[config.mk]
export PLATFORM = sky130hd
export DESIGN_NAME = prog_arb
export DESIGN_NICKNAME = d
export VERILOG_FILES = /design/src/rtl/prog_arb_pkg.sv /design/src/rtl/prog_arb.sv
export SDC_FILE = /design/constraint.sdc
export NUM_CORES = 1
export LEC_CHECK = 0
export ABC_CLOCK_PERIOD_IN_PS = 1170
export CORE_MARGIN = 2
export CORE_UTILIZATION = 25
export CTS_BUF_LIST = sky130_fd_sc_hd__clkbuf_8
export DETAILED_ROUTE_END_ITERATION = 10
export PLACE_DENSITY = 0.58
export SLEW_MARGIN = 5
export SYNTH_ARGS = -nofsm -noshare
export SYNTH_HDL_FRONTEND = slang
export SYNTH_SLANG_ARGS = --single-unit
[constraint.sdc]
create_clock -name clk -period 1.17 [get_ports clk]
set_input_delay 0.234 -clock clk [delete_from_list [all_inputs] [get_ports clk]]
set_output_delay 0.234 -clock clk [all_outputs]
set_load 0.02 [all_outputs]
[src/rtl/prog_arb_pkg.sv]
// Shared encodings for the program-memory arbiter.
package prog_arb_pkg;

  // Owner of a memory access / round-robin pointer value
  typedef enum logic {
    OWN_CPU = 1'b0,
    OWN_LDR = 1'b1
  } owner_e;

  // Arbiter state; ST_LOCK is only reachable when BURST_LOCK_EN is defined
  typedef enum logic {
    ST_ARB  = 1'b0,
    ST_LOCK = 1'b1
  } state_e;

endpackage : prog_arb_pkg

[src/rtl/prog_arb.sv]
// Two-requester round-robin arbiter in front of the single-port program memory.
// The CPU fetch port and the loader port share the memory; one access per
// cycle, read data is tagged with its owner and returned one cycle later.
// Optional feature macro: BURST_LOCK_EN (loader exclusive burst via ldr_lock).
module prog_arb
  import prog_arb_pkg::*;
#(
  parameter int unsigned ADDR_W = 8,
  parameter int unsigned DATA_W = 8
) (
  input  logic              clk,
  input  logic              rst,
  input  logic              cpu_req,
  input  logic [ADDR_W-1:0] cpu_addr,
  output logic              cpu_gnt,
  output logic              cpu_rvalid,
  output logic [DATA_W-1:0] cpu_rdata,
  input  logic              ldr_req,
  input  logic              ldr_we,
  input  logic [ADDR_W-1:0] ldr_addr,
  input  logic [DATA_W-1:0] ldr_wdata,
  input  logic              ldr_lock,
  output logic              ldr_gnt,
  output logic              ldr_rvalid,
  output logic [DATA_W-1:0] ldr_rdata,
  output logic [ADDR_W-1:0] mem_addr,
  output logic [DATA_W-1:0] mem_din,
  output logic              mem_we,
  input  logic [DATA_W-1:0] mem_dout
);

  state_e              state_q, state_d;
  owner_e              rr_ptr_q, rr_ptr_d;
  owner_e              ptr_eff;
  logic                lock_hold;
  logic                rd_pend_q, rd_pend_d;
  owner_e              rd_owner_q, rd_owner_d;
  logic [ADDR_W-1:0]   last_addr_q;

`ifndef BURST_LOCK_EN
  // Lock request has no effect in the plain round-robin build
  logic unused_lock;
  assign unused_lock = ldr_lock;
`endif

  // Next-state, grant and round-robin pointer logic
  always_comb begin
    cpu_gnt   = 1'b0;
    ldr_gnt   = 1'b0;
    state_d   = state_q;
    rr_ptr_d  = rr_ptr_q;
    ptr_eff   = rr_ptr_q;
    lock_hold = 1'b0;
`ifdef BURST_LOCK_EN
    if (state_q == ST_LOCK) begin
      if (ldr_lock) begin
        lock_hold = 1'b1;
      end else begin
        // Leaving the burst hands priority back to the CPU
        state_d  = ST_ARB;
        ptr_eff  = OWN_LDR;
        rr_ptr_d = OWN_LDR;
      end
    end
`endif
    if (!rst) begin
      if (lock_hold) begin
        ldr_gnt = ldr_req;
      end else if (cpu_req && ldr_req) begin
        if (ptr_eff == OWN_LDR) cpu_gnt = 1'b1;
        else                    ldr_gnt = 1'b1;
      end else begin
        cpu_gnt = cpu_req;
        ldr_gnt = ldr_req;
      end
      if (cpu_gnt) rr_ptr_d = OWN_CPU;
      if (ldr_gnt) rr_ptr_d = OWN_LDR;
`ifdef BURST_LOCK_EN
      if ((state_q == ST_ARB) && ldr_gnt && ldr_lock) state_d = ST_LOCK;
`endif
    end
  end

  // Read-return tag: any CPU grant or a loader read-back produces a return
  always_comb begin
    rd_pend_d  = cpu_gnt | (ldr_gnt & ~ldr_we);
    rd_owner_d = cpu_gnt ? OWN_CPU : OWN_LDR;
  end

  // Memory port mux; address holds when idle
  always_comb begin
    if (ldr_gnt)      mem_addr = ldr_addr;
    else if (cpu_gnt) mem_addr = cpu_addr;
    else              mem_addr = last_addr_q;
    mem_we  = ldr_gnt & ldr_we;
    mem_din = ldr_wdata;
  end

  // State, pointer, return tag and held address registers
  always_ff @(posedge clk) begin
    if (rst) begin
      state_q     <= ST_ARB;
      rr_ptr_q    <= OWN_LDR;
      rd_pend_q   <= 1'b0;
      rd_owner_q  <= OWN_CPU;
      last_addr_q <= '0;
    end else begin
      state_q     <= state_d;
      rr_ptr_q    <= rr_ptr_d;
      rd_pend_q   <= rd_pend_d;
      rd_owner_q  <= rd_owner_d;
      last_addr_q <= mem_addr;
    end
  end

  // Return routing; a pending return is suppressed while reset is asserted
  always_comb begin
    cpu_rvalid = rd_pend_q & (rd_owner_q == OWN_CPU) & ~rst;
    ldr_rvalid = rd_pend_q & (rd_owner_q == OWN_LDR) & ~rst;
    cpu_rdata  = mem_dout;
    ldr_rdata  = mem_dout;
  end

endmodule : prog_arb

==> out/results.ini <==
[status]
status = finished, violations left
failed_checks = setup timing

[grt]
groute.usage.overall = 0.1463
grt_overflow_total = 0
grt_pass1_vias = 1079
grt_max_degree = 11
antenna_found_initial = 0
grt_pass1_wl_um = 5016

[yosys]
syn_inst = 115
synth_top_cell_area_share = 0.2217
synthesis.nets = 153
synthTopCellsByArea = dfxtp_1 22%, buf_4 20%, mux2i_1 16%
seq_area_frac_synth = 0.2217
synth_cell_types = 24
synth_top_area_cell = dfxtp_1
ys_ff_latch = 11
synthesis.area_um2 = 993.5
ys_warn_count = 0
syn_avg_cell_area_um2 = 8.639

[floorplanning]
dieWidth_um = 67.04
dieArea_um2 = 4494
num_rows = 22
design.portCount = 75
initial_utilization = 0.2654
core_um2 = 3744
die_h_um = 67.04

[setup_path]
crit_path_max_fanout = 5
start_kind = flip-flop
worstSetupPathType = reg2out
rrSetupSlack_ps = -180
endpoint_kind = primary output
critPathRequiredTime_ps = 940
worstPathArrival_ps = 1310
reg2regPathDepth = 6
regToRegEndpoint = last_addr_q[3]
r2r-start = ptr_eff

[route]
drc = 0
routedWlPerCell_um = 15.23
totalWireLength_um = 3061
drt_iter0_markers = 30
first_pass_iters = 4
avgViaCountPerCell = 4.846
num_vias = 974
detail-route-antenna-nets = 0

[cts]
clk-insertion-delay-late_ps = 230
cts_tree = done
clock-sinks = 11
cts-root-buf = clkbuf_8
cts_htree_levels = 1
clock_path_buffers = 2
clk_pin_slew_worst_paths_ps = 50
cts_buffers = 3

[layout]
diodes = 0
finalNetCount = 192
stdcell_area_um2 = 1759
utilization = 0.4699
instances_no_fill = 201
syn_to_final_growth_pct = 77.08
layout-drive-gt1-share = 0.5948

[timing]
finalMaxSlewViolations = 0
max_freq_mhz = 646.1
period_share = 1.323
tightest_slew_ps = 311.3
hold_viol = 0
fin_setup_tns_ps = -3974
max_slew_margin = 0.7925
setup_violations = 15
rsz0062_at_grt = true
setup_ws_ps = -377.8
clock_skew_ps = 1.017
hold_slack_ps = 352.0
period_needed_ps = 1548

[place]
hpwl_um = 2043
dp_cells = 188
place_area_um2 = 1450
portBuffers = 33
gp_congestion = 0.7841
dpl_worst_slack_ps = -1205

[worst_hold_path]
hold_class = in2reg
min_to = rd_pend_q
min-delay-start = rst
whs_path_depth = 3

[power]
power.density_nw_per_um2 = 864.5
vdd_ir_drop_max_uv = 353.8
total_power_mw = 1.521
leakagePower_nw = 0.7223

[run]
max-cap-violations = 0

## Yosys cell counts (all sizes together)
| master | instances |
|---|---|
| mux2i | 16 |
| a21oi | 1 |
| o21ai | 2 |
| nand2b | 4 |
| inv | 2 |
| and2 | 2 |
| o32ai | 8 |
| nor3b | 1 |
| or2 | 1 |
| buf | 28 |
| a211oi | 16 |
| clkbuf | 4 |
| or2b | 6 |
| dfxtp | 11 |
| nor2 | 9 |
| nand2 | 2 |
| and3 | 2 |
## critical path: stages (launching register included)
cell and delay (ps):
dfxtp_4 400, nand2_8 100, mux2i_4 210, a211oi_4 220, buf_6 150
## metal layers
metal	wire length (µm)	GRT usage
met3	181	0.03547
met4	8	0.05612
met2	1499	0.2475
met5	0	0
met1	1372	0.1767
## what timing repair did
| item | CTS | global route |
|---|---|---|
| hold buffers | 0 | 0 |
| setup endpoints to repair | 23 | 19 |
| gates resized for setup | 126 | 10 |
| pin swaps | 6 | 5 |
| setup buffers | 5 | 3 |
| cloned | 2 | 0 |
## state kept, by name (all words and copies together) (netlist names)
name and flops:
rd_owner_q 1, last_addr_q 8, rd_pend_q 1, ptr_eff 1
## logic make-up (layout without fill, tap and decap cells)
group	Yosys count	in the layout	synth area share
AOI/OAI and AO/OA	27	27	0.2065
buffers and inverters	34	71	0.2380
DFF	11	11	0.2217
muxes	16	16	0.1612
and+or+nand+nor	27	28	0.1725
## how the worst max path moves through the flow
stage,from,endpoint
after floorplan,ldr_req,mem_addr[0]
after global placement,ldr_req,mem_addr[7]
after detailed placement,ldr_req,mem_addr[1]
after CTS,ptr_eff,mem_addr[0]
after global routing,cpu_addr[7],mem_addr[7]
final,ptr_eff,mem_addr[4]
## layout make-up
| type | instances | area [µm²] |
|---|---|---|
| Clock buffer | 3 | 41.29 |
| Clock inverter | 1 | 3.754 |
| Fill cell | 355 | 1984 |
| Inverter | 2 | 7.507 |
| Multi-Input combinational cell | 71 | 829.5 |
| Sequential cell | 11 | 225.2 |
| Tap cell | 48 | 60.06 |
| Timing Repair Buffer | 65 | 591.8 |
## placed cells by master (no fill, tap or decap), drive strengths merged
master	netlist	routed
dfxtp	11	11
inv	2	3
nor2	9	9
dlymetal6s2s	0	1
or2b	6	6
a21oi	1	1
clkbuf	4	3
nand2b	4	4
buf	28	47
mux2i	16	16
o32ai	8	8
and3	2	2
and2	2	2
dlygate4sd2	0	8
nor3b	1	1
or2	1	1
nand2	2	3
a211oi	16	16
clkdlybuf4s15	0	1
o21ai	2	2
clkdlybuf4s50	0	8
## power breakdown
group | leakage (nW) | total [mW] | internal, mW | switching (mW)
Sequential | 0.0919 | 0.436 | 0.405 | 0.0307
Clock | 0.0269 | 0.376 | 0.231 | 0.145
Combinational | 0.604 | 0.709 | 0.382 | 0.326
Total | 0.722 | 1.52 | 1.02 | 0.502
Note: power is estimated with default switching activity, not from simulation.
==> variant 1, RTL diff (config.mk and constraints unchanged) <==
`last_addr_q` no longer has a reset.
--- a/src/rtl/prog_arb.sv
+++ b/src/rtl/prog_arb.sv
@@ -104,5 +104,4 @@
       rd_pend_q   <= 1'b0;
       rd_owner_q  <= OWN_CPU;
-      last_addr_q <= '0;
     end else begin
       state_q     <= state_d;
@@ -110,6 +109,9 @@
       rd_pend_q   <= rd_pend_d;
       rd_owner_q  <= rd_owner_d;
-      last_addr_q <= mem_addr;
     end
+  end
+
+  always_ff @(posedge clk) begin
+    last_addr_q <= mem_addr;
   end
 
Check against the original RTL: differs if rst is asserted again (counterexample within 4 cycles, from zero or initial values and one cycle with rst high); with rst held inactive, the same outputs for 10 cycles.
==> variant 1 against the unedited design <==
The flow still finishes with violations (negative setup slack); worst setup slack better by 0.020 ns; design area is 18% lower; total power is 1.2% higher; via count is 17% lower; die area is 13% lower; core utilization is 3.5 points lower; area after synthesis is 13% lower; global-route usage is 1.2 points lower; sequential power is 6.2% higher; routed wire length is 15% lower; sequential cell count stayed put.
==> variant 1: results (changes against the unedited design) <==
[setup_path]
cp.arrival_ns = 1.29  ; was 1.31 ns
r2r_setup_slack_ns = 0.03  ; was -0.18 ns
cp_slowest_stage_delay_ns = 0.35  ; was 0.40 ns
r2r_end = last_addr_q[5]$_DFF_P_  ; was last_addr_q[3]$_SDFF_PP0_
crit_slowest_cell = dfxtp_2  ; was dfxtp_4

[logic_synthesis]
synthTopCellsByArea = dfxtp_1, buf_4, o221a_1  ; was dfxtp_1, buf_4, mux2i_1
syn_nets = 143  ; was 153
seq_area_frac_synth_pct = 25.6  ; was 22.2%

[cells_and_area]
multi_input_comb_cells = 61  ; was 71
numSequentialCells = 11  ; unchanged
final_nets = 174  ; was 192

[placement]
dp_hpwl_mm = 1.61  ; was 2.04 mm

[status]
outcome = finished, violations left  ; unchanged
failed_checks = negative setup slack  ; unchanged

[global_route]
grt_pass1_vias = 858  ; was 1079
grtUsageMet3_pct = 4.50  ; was 3.55%
grtUsageMet1_pct = 13.1  ; was 17.7%
grt_pass1_wl_mm = 4.13  ; was 5.02 mm

[drt]
dr.first_iter.drc_count = 20  ; was 30
vias = 808  ; was 974

[sta]
finalSetupViolations = 11  ; was 15
fin_skew_ns = 0.00334  ; was 0.00102 ns
whs_ns = 0.417  ; was 0.352 ns
worst_slew_pin_slew_ns = 0.230  ; was 0.311 ns
fin_ws_ns = -0.358  ; was -0.378 ns

[power_and_ir_drop]
cellLeakagePower_uw = 0.000606  ; was 0.000722 µW
p_comb_uw = 686  ; was 709 µW
ir_drop_uv = 352  ; was 354 µV

[min_path]
hold_end = ptr_eff$_SDFFE_PP1N_  ; was rd_pend_q$_SDFF_PP0_

variant 1: metrics by stage:
| stage | instances | total power [µW] | area [µm²] | setup WS [ns] | setup TNS (ns) |
|---|---|---|---|---|---|
| floorplan | 105 | 923 | 960 | -0.0175 | -0.0175 |
| global placement | 163 | 1020 | 1170 | -1.07 | -17.06 |
| detailed placement | 163 | 1020 | 1170 | -1.11 | -17.94 |
| CTS | 179 | 1510 | 1400 | -0.364 | -3.55 |
| global route | 181 | 1610 | 1440 | -0.389 | -3.94 |
| finish | 181 | 1540 | 1440 | -0.358 | -3.50 |
variant 1: timing repair:
item	4_1_cts	5_1_grt
resized for setup	112	8
gates cloned	3	0
pin swaps	8	4
setup endpoints to repair	23	13
setup buffers	10	3
variant 1: worst min-delay path, delay by kind of cell:
family / cells / cell delay (ns)
buffers and inverters: 2 / 0.29
AOI/OAI and AO/OA: 1 / 0.05
and+or+nand+nor: 1 / 0.04
variant 1: worst max path at each step:
stage | startpoint | to | slack, ns
6_report | ptr_eff$_SDFFE_PP1N_ | mem_addr[5] | -0.36
5_1_grt | ptr_eff$_SDFFE_PP1N_ | mem_addr[6] | -0.39
4_1_cts | ptr_eff$_SDFFE_PP1N_ | mem_addr[5] | -0.36
3_5_place_dp | rst | mem_addr[0] | -1.11
3_3_place_gp | rst | mem_addr[6] | -1.07
2_1_floorplan | cpu_req | mem_we | -0.02
variant 1: per-layer routing:
| metal | up-vias | share of wire, % |
|---|---|---|
| met5 | - | 0 |
| met4 | 0 | 2.3 |
| met3 | 10 | 6.4 |
| met2 | 35 | 54 |
| met1 | 375 | 37 |
| li1 | 388 | - |
variant 1: cell families after synthesis:
family | Yosys count | synth area share, %
AOI/OAI and AO/OA | 27 | 26.2
buffers and inverters | 34 | 28.2
DFF | 11 | 25.6
and+or+nand+nor | 33 | 20.1
==> variant 2, RTL diff (config.mk and constraints unchanged) <==
Without the edit above. The option `BURST_LOCK_EN` is turned on by a define.
--- a/src/rtl/prog_arb.sv
+++ b/src/rtl/prog_arb.sv
@@ -3,4 +3,6 @@
 // cycle, read data is tagged with its owner and returned one cycle later.
 // Optional feature macro: BURST_LOCK_EN (loader exclusive burst via ldr_lock).
+`define BURST_LOCK_EN
+
 module prog_arb
   import prog_arb_pkg::*;
Function: changed (a bounded check fails within 4 cycles, from zero or initial values and one cycle with rst high).
==> variant 2 against the unedited design <==
Routed wire length rose by 14%; sequential cell count is 1 higher; non-clock buffer count is 18 higher; via count rose by 7.6%; the run still ends with negative setup slack left; maximum frequency decreased by 13%; area after synthesis rose by 3.5%; worst hold slack improved by 0.016 ns; register-to-register slack worse by 0.21 ns; sequential power grew 7.1%; worst setup slack lost 0.23 ns; design area is 12% higher; clock skew fell by 0.00057 ns; total power is 6.2% higher.
==> variant 2: results (changes against the unedited design) <==
[cells_and_area]
final_nets = 203  ; was 192

[sta]
worst_slew_pin_slew_ns = 0.347  ; was 0.311 ns
setup-tns-final_ns = -8.61  ; was -3.97 ns
fin_ws_ns = -0.604  ; was -0.378 ns
finalSetupViolations = 20  ; was 15
fin_skew_ns = 0.000450  ; was 0.00102 ns

[logic_synthesis]
synth_compound_area_share_pct = 34.9  ; was 20.7%
syn_nets = 149  ; was 153
synthTopCellsByArea = dfxtp_1, buf_4, a31oi_2  ; was dfxtp_1, buf_4, mux2i_1
synthMuxAreaShare_pct = 0  ; was 16.1%

[power_and_ir_drop]
ir_drop_uv = 320  ; was 354 µV
pg_clk_uw = 368  ; was 376 µW
power_density_nw_per_um2 = 817  ; was 864 nW/µm²
pg_seq_uw = 467  ; was 436 µW

[global_route]
use_met2_pct = 27.4  ; was 24.8%
grtUsageMet1_pct = 18.4  ; was 17.7%

[status]
outcome = finished, violations left  ; unchanged
failed_checks = negative setup slack  ; unchanged

[drt]
met3_length_um = 237  ; was 181 µm
dr.first_iter.drc_count = 65  ; was 30
dr.pass1.iters = 3  ; was 4
drt-met1-wl_mm = 1.40  ; was 1.37 mm

[clocking]
cts_repair_resize_count = 133  ; was 126
post_cts_buffers = 16  ; was 5

[setup_path]
cp-endpoint = mem_addr[3]  ; was mem_addr[4]
r2r_setup_slack_ns = -0.39  ; was -0.18 ns

[placement]
dp_hpwl_mm = 2.22  ; was 2.04 mm

-- variant 2: changes by cell type in the layout (fill, tap and decap cells not counted), moves of 6 or more --
cell,before,now
a211oi_4,8,2
mux2i_1,8,0
clkdlybuf4s50_1,8,17
or2b_1,6,0
a311oi_2,0,6
dlygate4sd2_1,8,2
buf_6,14,24
nand4b_1,0,8
nor2_1,9,0
a31oi_4,0,8
o32ai_2,7,0
-- variant 2: final cells by class --
cell class / instances / area [µm²]
multi-input combinational: 62 / 792
inverter: 3 / 16.3
fill: 347 / 1990
timing repair buffer: 83 / 820
sequential: 12 / 246
clock buffer: 3 / 41.3
tap: 50 / 62.6
-- variant 2: per-stage QoR --
step / hold slack [ns] / area, µm² / cells / util, %
floorplan: 0.333 / 1130 / 111 / -
global placement: 0.468 / 1520 / 192 / 38.2
detailed placement: 0.468 / 1520 / 192 / 38.2
CTS: 0.370 / 1920 / 212 / 48.4
global route: 0.381 / 1980 / 213 / 49.8
finish: 0.368 / 1980 / 213 / 49.8
